File: src/rtl/agc_seq_core.sv
// rtl/agc_seq_core.sv - multi-cycle ones'-complement AGC-style sequencer core
module agc_seq_core #(
    parameter int WORD_W = 15,
    parameter int ADDR_W = 12,
    parameter logic [ADDR_W-1:0] RESET_PC = 'o4000
) (
    input  logic              clk,
    input  logic              reset,
    output logic [ADDR_W-1:0] mem_addr,
    output logic              mem_rd,
    output logic              mem_wr,
    output logic [WORD_W-1:0] mem_wdata,
    input  logic [WORD_W-1:0] mem_rdata,
    input  logic              mem_ack,
    output logic [WORD_W-1:0] acc_out,
    output logic [ADDR_W-1:0] pc_out,
    output logic              ext_out,
    output logic              ovf_out,
    output logic              halted
);

    typedef enum logic [2:0] {
        FETCH,
        DECODE,
        EXEC_RD,
        EXEC_WR,
        HALTED
    } state_t;

    localparam logic [ADDR_W-1:0] PC_ONE   = {{(ADDR_W-1){1'b0}}, 1'b1};
    localparam logic [ADDR_W-1:0] K_RETURN = ADDR_W'(2);
    localparam logic [ADDR_W-1:0] K_EXTEND = ADDR_W'(6);

    // Ones'-complement add: the carry out of the top bit wraps back into bit 0.
    function automatic logic [WORD_W-1:0] oc_add(input logic [WORD_W-1:0] x, input logic [WORD_W-1:0] y);
        logic [WORD_W:0] s;
        s = {1'b0, x} + {1'b0, y};
        return s[WORD_W-1:0] + {{(WORD_W-1){1'b0}}, s[WORD_W]};
    endfunction

    // Diminished absolute value: |m| - 1, never below +0.
    function automatic logic [WORD_W-1:0] dabs(input logic [WORD_W-1:0] m);
        logic [WORD_W-1:0] mag;
        mag = m[WORD_W-1] ? ~m : m;
        return (mag == '0) ? '0 : mag - {{(WORD_W-1){1'b0}}, 1'b1};
    endfunction

    state_t            state_q, state_d;
    logic [ADDR_W-1:0] pc_q, pc_d;
    logic [ADDR_W-1:0] q_q, q_d;
    logic [WORD_W-1:0] a_q, a_d;
    logic [WORD_W-1:0] ir_q, ir_d;
    logic [WORD_W-1:0] m_q, m_d;
    logic              ext_q, ext_d;
    logic              ovf_q, ovf_d;
    logic              mem_rd_q, mem_rd_d;
    logic              mem_wr_q, mem_wr_d;
    logic [ADDR_W-1:0] mem_addr_q, mem_addr_d;
    logic [WORD_W-1:0] mem_wdata_q, mem_wdata_d;
    logic              halted_q, halted_d;

    logic [2:0]        opcode;
    logic [ADDR_W-1:0] k_field;
    logic [ADDR_W-1:0] pc_inc;
    logic [WORD_W-1:0] add_b;
    logic [WORD_W-1:0] add_sum;
    logic              add_ovf;
    logic [1:0]        ccs_skip;

    assign opcode  = ir_q[WORD_W-1 -: 3];
    assign k_field = ir_q[ADDR_W-1:0];
    assign pc_inc  = pc_q + PC_ONE;

    // Shared datapath: AD/SU adder with overflow, and the CCS four-way skip distance.
    always_comb begin
        add_b    = ext_q ? ~mem_rdata : mem_rdata;
        add_sum  = oc_add(a_q, add_b);
        add_ovf  = (a_q[WORD_W-1] == add_b[WORD_W-1]) && (add_sum[WORD_W-1] != a_q[WORD_W-1]);
        ccs_skip = 2'd0;
        if (mem_rdata == '0) begin
            ccs_skip = 2'd1;
        end else if (mem_rdata == '1) begin
            ccs_skip = 2'd3;
        end else if (mem_rdata[WORD_W-1]) begin
            ccs_skip = 2'd2;
        end
    end

    // Sequencer next-state: fetch, decode, operand read/write, each access held until acked.
    always_comb begin
        state_d     = state_q;
        pc_d        = pc_q;
        q_d         = q_q;
        a_d         = a_q;
        ir_d        = ir_q;
        m_d         = m_q;
        ext_d       = ext_q;
        ovf_d       = ovf_q;
        mem_rd_d    = mem_rd_q;
        mem_wr_d    = mem_wr_q;
        mem_addr_d  = mem_addr_q;
        mem_wdata_d = mem_wdata_q;
        halted_d    = halted_q;
        case (state_q)
            FETCH: begin
                if (mem_rd_q && mem_ack) begin
                    ir_d     = mem_rdata;
                    mem_rd_d = 1'b0;
                    state_d  = DECODE;
                end else begin
                    mem_rd_d   = 1'b1;
                    mem_addr_d = pc_q;
                end
            end
            DECODE: begin
                if (!ext_q) begin
                    case (opcode)
                        3'd0: begin
                            if (k_field == K_RETURN) begin
                                pc_d = q_q;
                            end else if (k_field == K_EXTEND) begin
                                ext_d = 1'b1;
                                pc_d  = pc_inc;
                            end else begin
                                q_d  = pc_inc;
                                pc_d = k_field;
                            end
                            state_d = FETCH;
                        end
                        3'd2: begin
                            mem_wr_d    = 1'b1;
                            mem_addr_d  = k_field;
                            mem_wdata_d = a_q;
                            state_d     = EXEC_WR;
                        end
                        default: begin
                            mem_rd_d   = 1'b1;
                            mem_addr_d = k_field;
                            state_d    = EXEC_RD;
                        end
                    endcase
                end else if (opcode == 3'd0 && k_field == K_EXTEND) begin
                    pc_d    = pc_inc;
                    state_d = FETCH;
                end else if (opcode == 3'd0) begin
                    halted_d = 1'b1;
                    state_d  = HALTED;
                end else if (opcode == 3'd6) begin
                    mem_rd_d   = 1'b1;
                    mem_addr_d = k_field;
                    state_d    = EXEC_RD;
                end else begin
                    ext_d   = 1'b0;
                    pc_d    = pc_inc;
                    state_d = FETCH;
                end
            end
            EXEC_RD: begin
                if (mem_rd_q && mem_ack) begin
                    mem_rd_d = 1'b0;
                    ext_d    = 1'b0;
                    pc_d     = pc_inc;
                    state_d  = FETCH;
                    case (opcode)
                        3'd1: begin
                            a_d  = dabs(mem_rdata);
                            pc_d = pc_inc + {{(ADDR_W-2){1'b0}}, ccs_skip};
                        end
                        3'd3: begin
                            m_d         = mem_rdata;
                            mem_wr_d    = 1'b1;
                            mem_wdata_d = a_q;
                            pc_d        = pc_q;
                            state_d     = EXEC_WR;
                        end
                        3'd4: a_d = mem_rdata;
                        3'd5: a_d = ~mem_rdata;
                        3'd6: begin
                            a_d   = add_sum;
                            ovf_d = add_ovf;
                        end
                        3'd7: a_d = a_q & mem_rdata;
                        default: ;
                    endcase
                end
            end
            EXEC_WR: begin
                if (mem_wr_q && mem_ack) begin
                    mem_wr_d = 1'b0;
                    pc_d     = pc_inc;
                    state_d  = FETCH;
                    if (opcode == 3'd3) begin
                        a_d = m_q;
                    end
                end
            end
            default: ;
        endcase
    end

    // State and output registers with synchronous reset.
    always_ff @(posedge clk) begin
        if (reset) begin
            state_q     <= FETCH;
            pc_q        <= RESET_PC;
            q_q         <= '0;
            a_q         <= '0;
            ir_q        <= '0;
            m_q         <= '0;
            ext_q       <= 1'b0;
            ovf_q       <= 1'b0;
            mem_rd_q    <= 1'b0;
            mem_wr_q    <= 1'b0;
            mem_addr_q  <= '0;
            mem_wdata_q <= '0;
            halted_q    <= 1'b0;
        end else begin
            state_q     <= state_d;
            pc_q        <= pc_d;
            q_q         <= q_d;
            a_q         <= a_d;
            ir_q        <= ir_d;
            m_q         <= m_d;
            ext_q       <= ext_d;
            ovf_q       <= ovf_d;
            mem_rd_q    <= mem_rd_d;
            mem_wr_q    <= mem_wr_d;
            mem_addr_q  <= mem_addr_d;
            mem_wdata_q <= mem_wdata_d;
            halted_q    <= halted_d;
        end
    end

    assign mem_addr  = mem_addr_q;
    assign mem_rd    = mem_rd_q;
    assign mem_wr    = mem_wr_q;
    assign mem_wdata = mem_wdata_q;
    assign acc_out   = a_q;
    assign pc_out    = pc_q;
    assign ext_out   = ext_q;
    assign ovf_out   = ovf_q;
    assign halted    = halted_q;

endmodule
File: config.mk
export PLATFORM = sky130hd
export DESIGN_NAME = agc_seq_core
export DESIGN_NICKNAME = d
export VERILOG_FILES = /design/src/rtl/agc_seq_core.sv
export SDC_FILE = /design/constraint.sdc
export NUM_CORES = 1
export LEC_CHECK = 0
export ABC_AREA = 1
export CORE_ASPECT_RATIO = 1.1
export CORE_MARGIN = 2
export CORE_UTILIZATION = 45
export DETAILED_ROUTE_END_ITERATION = 10
export GPL_TIMING_DRIVEN = 1
export PLACE_DENSITY = 0.66
export SETUP_SLACK_MARGIN = 0.2
export SYNTH_ARGS = -nofsm -noshare
export SYNTH_HDL_FRONTEND = slang
export SYNTH_SLANG_ARGS = --single-unit
File: constraint.sdc
create_clock -name clk -period 6.2 [get_ports clk]
set_input_delay 0.93 -clock clk [delete_from_list [all_inputs] [get_ports clk]]
set_output_delay 0.93 -clock clk [all_outputs]
set_load 0.1 [all_outputs]
# --- Word-level counts from Yosys, hierarchy flattened ---
# Cells that the tools add are included.
totals:
  register_bits: 104
  latchBits: 0
  mem_bits_rw: 0
  rom_bits: 0
  inputBits: 18
  output_inout_bits: 59
  memories: 0
op_classes:
  add_sub_neg: 5
  n_mul: 0
  div: 0
  n_lt_le_gt_ge: 0
  n_eq_ne: 34
  n_shift: 0
  n_mux: 66
  n_bitwise: 6
  n_reduce_logical: 28
op_table:
  columns: ["cell", "n"]
  rows:
  - ["12-bit two-way mux", 15]
  - ["15-bit two-way mux", 10]
  - ["15-bit one-hot mux with 5 select lines", 1]
  - ["15-bit one-hot mux with 2 select lines", 2]
  - ["12-bit one-hot mux with 2 select lines", 2]
  - ["12-bit one-hot mux with 3 select lines", 1]
  - ["15-bit logical NOT", 2]
  - ["3-bit inequality test (second input constant)", 7]
  - ["1-bit two-way mux", 19]
  - ["3-bit two-way mux", 6]
  - ["6-bit AND reduction", 3]
  - ["15-bit by 15-bit adder with 16-bit output", 1]
  - ["2-bit inequality test (second input constant)", 8]
  - ["15-bit by 1-bit adder with 15-bit output", 1]
  - ["15-bit AND", 1]
  - ["15-bit == test (second input constant)", 1]
  - ["15-bit NOT", 1]
  - ["5-bit AND reduction", 3]
  - ["15-bit by 1-bit subtractor with 15-bit output (second input constant)", 1]
  - ["12-bit by 1-bit adder with 12-bit output (second input constant)", 1]
  - ["12-bit by 2-bit adder with 12-bit output", 1]
  - ["12-bit by 2-bit == test with 1-bit output (second input constant)", 1]
  - ["12-bit by 3-bit == test with 1-bit output (second input constant)", 1]
  - ["3-bit by 2-bit == test with 1-bit output (second input constant)", 4]
  - ["23 further kinds", 46]

# --- Depth between registers and ports, before layout ---
logic_depth:
  depth_word: 7
  depth_mapped: 28

# --- Least setup slack after synthesis ---
# No wires, ideal clock.
synth_path:
  path_type: "reg-to-reg"
  startpoint: "reg ext_q, in the netlist ext_out"
  endpoint: "reg ovf_q, in the netlist ovf_out"
  setup_time_ns: 0.132
  arrival_time_ns: 4.225
  t_required_ns: 6.068
  setup_slack_ns: 1.843
  stages_incl_launch_ff: 28
  synth_period_minus_slack_ns: 4.357
  path_cell_list: "dfxtp_1 buf_1 buf_2 xor2_1 ha_1 nand2_1 nor2_1 nand2_1 nand3_1 nand3b_1 nand2_1 a21oi_1 o21bai_1 ha_1 ha_1 inv_1 nor2_1 nand2_1 nor2_1 nand2_1 inv_1 nand2_1 nor2_1 nand2_1 nand2_1 nand3_1 nand3_1 a21oi_1"
synth_between:
  elab_chain_len: 5
  word_cells_on_any_way: 6
  cone_classes: "2 x add/sub; 2 x eq/ne; 1 x mux; 1 x reduce/logical"
synth_rtl:
  columns: ["item", "line_no", "rtl"]
  rows:
  - ["start: declaration", "54", "logic ext_q, ext_d;"]
  - ["start signal: assignment", "224", "ext_q <= ext_d;"]
  - ["15-bit two-way mux *", "76", "add_b = ext_q ? ~mem_rdata : mem_rdata;"]
  - ["15-bit by 15-bit adder with 16-bit output", "37", "s = {1'b0, x} + {1'b0, y};"]
  - ["15-bit by 1-bit adder with 15-bit output", "38", "return s[WORD_W-1:0] + {{(WORD_W-1){1'b0}}, s[WORD_W]};"]
  - ["1-bit inequality test", "78", "add_ovf = (a_q[WORD_W-1] == add_b[WORD_W-1]) && (add_sum[WORD_W-1] != a_q[WORD_W-1]);"]
  - ["1-bit logical AND *", "78", null]
  - ["end signal: assignment", "225", "ovf_q <= ovf_d;"]
  - ["end: declaration", "55", "logic ovf_q, ovf_d;"]
# Every way passes the cells marked *; elsewhere a longest branch is shown, timed or not.
# A chain may end at the register's enable or synchronous reset.

# --- Final worst setup path ---
layout_path:
  startpoint: "in mem_rdata[3]"
  endpoint: "reg a_q[14], in the netlist acc_out[14]"
layout_between:
  elab_chain_len: 7
  word_cells_on_any_way: 11
  cone_classes: "3 x add/sub; 6 x mux; 1 x bitwise; 1 x reduce/logical"
layout_rtl:
  columns: ["item", "line_no", "rtl"]
  rows:
  - ["start: declaration", "13", "input logic [WORD_W-1:0] mem_rdata,"]
  - ["15-bit NOT", "44, 76", null]
  - ["15-bit two-way mux (on tied branches)", "76, 44", null]
  - ["15-bit by 15-bit adder with 16-bit output (tied with other cells)", "37", null]
  - ["15-bit by 1-bit adder with 15-bit output or 15-bit two-way mux (tied branches)", "38, 45", null]
  - ["15-bit one-hot mux with 5 select lines *", "164", "case (opcode)"]
  - ["15-bit two-way mux *", "159", "if (mem_rd_q && mem_ack) begin"]
  - ["15-bit one-hot mux with 2 select lines *", "104", "case (state_q)"]
  - ["end signal: assignment", "207", "a_q <= '0;"]
  - ["end signal: assignment", "221", "a_q <= a_d;"]
  - ["end: declaration", "51", "logic [WORD_W-1:0] a_q, a_d;"]
# Every way passes the cells marked *; elsewhere a longest branch is shown, timed or not. The select of a mux whose other input is x is not followed.

==> results.md <==
Final layout:
- The library cell used most frequently in the layout, excluding fill and tap cells, is nand2_1.
- The net count of the finished layout is 1205.
- The share of post-route cells with drive strength above 1 is 0.0506.
- Fill cells in the final layout number 1606.
- Compared with the post-synthesis result, the final layout area differs by 16.0%.
- The number of antenna diodes in the final layout is 0.
- The library cells used most frequently in the layout, excluding fill and tap cells, are nand2_1 (229), inv_1 (141), a21oi_1 (125).
- Across the whole layout, storage elements account for 2080 µm².
- The finished layout holds 1365 standard cells, fillers aside.
- Summing all multi-input logic gate instances after layout gives 4370 µm².

Power:
- The static leakage is ~0.0035 µW.
- In this run the power density over the cells is 480 nW/µm².
- The largest voltage drop on the vdd net is 0.222 mV.

Drt:
- The antenna violation net count after detailed routing is 0.
- The number of DRC markers after the initial detailed-route iteration is ~650.
- In the routed design, unresolved DRC markers number 0.
- The pre-antenna-repair detailed-routing pass consisted of 5 iterations.
- The detail-routed net length per standard cell is 16.7 µm.
- The total vias in the final route is 7557.
- The final layout contains routed wiring with a total length of ~23 mm.
- After detailed routing, the number of vias per cell comes to 5.54.

STA:
- For the pin with the worst max-slew slack, the measured transition is 1.12 ns.
- Adding up every negative setup slack in the final design gives 0 ns.
- The number of setup violations in the final report is 0.
- The maximum clock frequency is 0.234 GHz.
- In the finished design, the share of the clock period the worst path needs comes to 0.688.
- Setup repair after global routing left no endpoint under its margin.
- The number of max-slew violations in the final report is 0.
- On the final layout, the worst clock skew is 0.00865 ns.
- Counting I/O delays and the setup requirement, the final critical path takes between 4 and 5 ns.
- The normalized max-slew margin is 0.255.
- The count of endpoints failing hold in the final timing report is 0.

Clocking:
- The clock passes through at most 2 buffers.
- TritonCTS built the clock tree.
- The count of hold buffers inserted by post-cts repair is 0.
- The number of resized instances in the post-cts repair step is 0.
- The root buffer cell chosen for the clock tree is clkbuf_16.
- The number of buffers created by CTS is 9.
- The clock drives 104 sinks.
- After clock tree synthesis, the clock-pin slew on the worst setup and hold paths is 0.08 ns.
- The H-tree was split into 3 levels.
- At the later pin of the worst-skew pair, clock insertion delay measures 0.36 ns.
- Once the clock tree was built, the setup fixing pass inserted 0 buffers.

Floorplan:
- The initial utilization of the core area, before any placement, comes to 0.460.
- The core region is 15700 µm².
- In this run the vertical extent of the chip is 137 µm.
- The area of the die is around 17000 µm².
- The number of standard-cell rows in the floorplan is 48.
- The number of top-level design ports is 77.
- The floorplan die width is 125 µm.

GRT:
- The global-route usage over all layers is 0.267.
- Entering global routing, the biggest net connects 58 pins.
- The number of antenna violations at the first check in global routing was 0.
- The total global routing overflow is 0.
- The number of global-route vias before repair came to 7080.
- The global-route wire length before repair is 36.6 mm.

Worst setup path:
- The data required time at the worst endpoint is 6.50 ns.
- STA classifies the critical path endpoint as a flop.
- STA classifies the critical path startpoint as an input pin.
- The critical path arrival is 4.56 ns.
- The critical path class is input pin to flop.
- Along the worst path, the maximum fanout reaches 8.

Status:
- The run finished with clean final reports.

Min path:
- The path category of the worst min-delay check is flop to flop.

Logic synthesis:
- The sequential element share of the synthesized area is 0.287.
- Synthesis handed over a netlist of about 1100 instances.
- The number of synthesized register bits is 104.
- During synthesis, Yosys emitted a total of 0 warnings.
- Summing every instance area after synthesis gives between 7000 and 8000 µm².
- The most common flop cell mapped by yosys is dfxtp_1.
- The number of distinct library cell variants in the gate-level netlist after synthesis is 49.
- The number of enable flip-flop cells after synthesis is 0.
- The post-synthesis area per instance is about 6.5 µm².
- The async set-reset flop share out of synthesis is 0.
- When the netlist entered floorplanning its net count stood at 1163.

Placement:
- The placed instance count is 1349.
- The quantity of I/O buffers inserted on ports is 76.
- The half-perimeter wire length of the detailed placement result is 17.1 mm.
- The last weighted congestion value of the routability-driven placer is 0.940.

Run:
- The max capacitance violation total is 0.
registers in the layout, indices dropped and copies added, names as in the netlist:
name / cells
acc_out: 15
ir_q: 15
m_q: 15
mem_wdata: 15
mem_addr: 12
pc_out: 12
q_q: 12
state_q: 3
ext_out: 1
halted: 1
mem_rd: 1
mem_wr: 1
ovf_out: 1
report_power, final:
| group | switching, µW | internal [µW] | leakage (µW) | total (µW) |
|---|---|---|---|---|
| Combinational | 1810 | 632 | 0.00249 | 2440 |
| Clock | 279 | 328 | 0.000144 | 607 |
| Sequential | 144 | 840 | 0.000849 | 984 |
through the flow:
step                      worst slack, ns  area [µm²]  hold slack [ns]  total power, µW  utilization
after global routing                 1.28        8400            0.463             4320        0.534
after CTS                            1.94        8400            0.449             4040        0.534
after global placement               1.63        8090            0.435             3420        0.514
final                                1.93        8400            0.452             4030        0.534
after detailed placement             1.55        8090            0.439             3430        0.514
after floorplan                      1.84        7250            0.424             2860            -
cell usage after synthesis (all sizes together) (2+ instances only):
cell type	instances	share of area
a22oi	2	0.0021
nor4	5	0.0043
a221oi	5	0.0060
o211ai	22	0.023
a211oi	6	0.0062
nand3	63	0.046
o21ai	131	0.091
xor2	24	0.029
a31oi	17	0.015
or2	3	0.0026
dfxtp	104	0.29
o22ai	2	0.0017
nor2	72	0.043
xnor2	14	0.019
inv	148	0.077
nand3b	6	0.0067
fa	2	0.0055
nand2	235	0.12
a21oi	125	0.086
a311oi	2	0.0024
nor3	18	0.016
a21o	2	0.0021
buf	24	0.017
clkbuf	31	0.016
o21bai	2	0.0021
nand4	21	0.018
a41oi	2	0.0024
ha	25	0.043
kinds of logic after synthesis:
family | count (synthesis) | share of synthesized area
buf+inv | 203 | 0.110
xor+xnor | 38 | 0.0480
fa+ha+maj | 27 | 0.0487
flops | 104 | 0.287
compound gates | 322 | 0.245
simple gates | 424 | 0.261
final timing paths:
path / from / to / slack [ns] / depth (start not counted)
max: mem_rdata[3] / acc_out[14]$_SDFFE_PP0P_ / 1.93 / 27
min: m_q[10]$_SDFFE_PP0P_ / m_q[10]$_SDFFE_PP0P_ / 0.45 / 2
max reg2reg: state_q[2]$_SDFFE_PP0P_ / mem_wdata[11]$_SDFFE_PP0P_ / 2.24 / 10
min reg2reg: m_q[10]$_SDFFE_PP0P_ / m_q[10]$_SDFFE_PP0P_ / 0.45 / 2
metal layers:
| metal | global-route usage | up-vias | wire length, µm | part of all wire |
|---|---|---|---|---|
| met2 | 0.472 | 227 | 11300 | 0.50 |
| met5 | 0 | - | 0 | 0 |
| met4 | 0.132 | 0 | 837 | 0.037 |
| li1 | - | 3838 | - | - |
| met1 | 0.324 | 3444 | 9740 | 0.43 |
| met3 | 0.0309 | 48 | 920 | 0.040 |
cell type report:
type | count | share of cell area
clock buffers | 11 | 0.0289
clock inverters | 5 | 0.00774
flip-flops and latches | 104 | 0.248
multi-input cells | 811 | 0.520
inverters | 148 | 0.0661
repair buffers | 86 | 0.0995
well taps | 200 | 0.0298
worst max-delay path: stages:
cell,delay (ns)
clkdlybuf4s50_1,0.60
xor2_1,0.24
ha_1,0.38
nand2_1,0.11
nor2_1,0.13
nand2_1,0.08
nand3_1,0.09
nand3b_1,0.10
nand2_1,0.09
a21oi_1,0.06
o21bai_1,0.14
ha_1,0.18
ha_1,0.14
inv_1,0.05
nor2_1,0.11
nand2_1,0.08
nor2_1,0.16
nand2_1,0.12
inv_1,0.09
nand2_1,0.05
nor2_1,0.15
nand2_1,0.07
nand2_1,0.09
nand3_1,0.08
nand2_1,0.08
nand2_1,0.05
a21oi_1,0.11
No activity file was read; power rests on OpenSTA's default activity.
==> variant, RTL diff (same flow settings) <==
Put one more register stage on the output `ovf_out`, cleared by the reset. The value now appears one clock later. The other outputs are not delayed to match.
--- a/src/rtl/agc_seq_core.sv
+++ b/src/rtl/agc_seq_core.sv
@@ -238,7 +238,13 @@
     assign acc_out   = a_q;
     assign pc_out    = pc_q;
     assign ext_out   = ext_q;
-    assign ovf_out   = ovf_q;
+    always_ff @(posedge clk) begin
+        if (reset) begin
+            ovf_out <= '0;
+        end else begin
+            ovf_out <= ovf_q;
+        end
+    end
     assign halted    = halted_q;
 
 endmodule
Check against the original RTL: same outputs for any inputs over 4 cycles, from zero or initial values and one cycle with reset high; that may be too few to reach the edited logic, so the function may still have changed.
==> variant against the unedited design <==
Routed wire length grew 2.5%. Final cell count rose by 1.5%. Sequential share of layout area is essentially flat. Critical path depth shrank 2. Total power about the same. Sequential cell count increased by 1. Utilization decreased by 1.1 points. Clock skew is 0.0021 ns lower. Cell area up 0.76%. Worst setup slack worse by 0.093 ns. Area after synthesis up 1.7%.
==> variant: results (changes against the unedited design) <==
busiest grt layer=met2; critical path fanouts, max=8 (unchanged); routing usage on met3=0.0368 (+0.00588); Synthesis Warnings=0 (unchanged); H-tree Lvls=3 (unchanged); Clock Pin Slew Worst Setup and Hold Paths=0.07 ns; layout cell share with drive strength beyond 1=0.0474 (-0.00327); DP HPWL=17500 um (+2.4%); DR WL met2=11200 um (-0.98%); first-pass GRT wire length=36900 um (+0.87%); CTS Buf Count=9 (unchanged); Arrival @ worst endpoint=4.66 ns (+0.10 ns); top_reg_cell synth=dfxtp_1; Leakage=3.48 nW (about the same); largest net degree at the start of global routing=53 (-8.6%); Unique masters post-synth=50 (+2.0%); Post-synth ARST share=0 (unchanged); Met1 Wirelength=9860 um (+1.3%); uppermost layer routed=met4; status=completed; top cell types by occurrence after synthesis=nand2_1, inv_1, a21oi_1; Worst-Margin Slew=1.11 ns (-0.000892 ns); WL/cell=16.8 um (+0.98%); CTS Root Buffer Type=clkbuf_16; top cells by area, synth=dfxtp_1, nand2_1, a21oi_1, o21ai_0, inv_1; worst clock skew=0.00651 ns (-0.00214 ns); total track usage=0.263 (-0.00409); Met3 Wirelength=1190 um (+29%); met2 usage=0.457 (-0.0149); slowest stage delay, CP=0.65 ns (+0.05 ns); worst min path class=register to register; ant diodes=0 (unchanged); cts repair resizes=0 (unchanged); met1 Use GR=0.316 (-0.00847); CP delay by family, top=simple AND/OR/NAND/NOR gates; Place WS=1.48 ns (-0.0734 ns); Seq/Total Area, Yosys=0.285 (-0.00202); antenna violations before repair=0 (unchanged); gr ovfl total=0 (unchanged); Port Buffers=76 (unchanged); clk_lat worst skew=0.37 ns; CP max-delay cell=clkdlybuf4s50_1; Worst IR Drop VDD=264 uV (+19%); First-pass DRT Iterations=6 (+1); Longest Clk Path Bufs=2 (unchanged); Fill cells=1682 (+4.7%); GPL Wtd Cong=0.953 (+1.4%); via count=7634 (+1.0%); vias in the first global route=7133 (+0.75%); # Post-CTS Setup Buffers=0 (unchanged); nets=1222 (+1.4%); initial DRC count=692 (+6.0%)
==> variant: through the flow <==
stage	hold WS, ns	std cells	cell area, um2	utilization	total power (W)
after CTS	0.435	1386	8470	0.523	0.00403
after global placement	0.426	1370	8160	0.504	0.00340
after detailed placement	0.425	1370	8160	0.504	0.00341
final	0.434	1386	8470	0.523	0.00403
after global routing	0.447	1386	8470	0.523	0.00428
after floorplan	0.400	1140	7370	-	0.00287
==> variant: worst min-delay path: stages, from the launching register on <==
cell and delay [ns]:
dfxtp_1 0.30, inv_1 0.04, nor2_1 0.05
==> variant: power breakdown <==
group          internal [W]  total, W  switching, W
sequential         0.000845   0.00100      0.000159
clock              0.000320  0.000610      0.000290
combinational      0.000618   0.00242       0.00180
total               0.00178   0.00403       0.00225
==> variant: logic make-up (layout without fill, tap and decap cells) <==
family / count (synthesis) / count (layout) / share of synthesized area
compound gates: 324 / 324 / 0.247
xor+xnor: 40 / 40 / 0.0486
fa+ha+maj: 27 / 27 / 0.0479
buf+inv: 205 / 247 / 0.112
flops: 105 / 105 / 0.285
simple gates: 439 / 439 / 0.259
==> variant: worst paths after layout <==
check	end	cells past startpoint	startpoint	slack (ns)
hold reg to reg	ovf_out	2	ovf_q	0.43
setup reg to reg	acc_out[10]	25	ext_out	2.20
setup / recovery	acc_out[10]	25	mem_rdata[11]	1.84
hold / removal	ovf_out	2	ovf_q	0.43
==> variant: area by class of cell <==
cell class                      instances  area, um2  area share
Tap cell                              204        255      0.0302
Sequential cell                       105       2100       0.248
Timing Repair Buffer                   82        806      0.0952
Multi-Input combinational cell        830       4440       0.524
Inverter                              149        559      0.0661
Clock buffer                           10        229      0.0270
Clock inverter                          6       76.3     0.00902
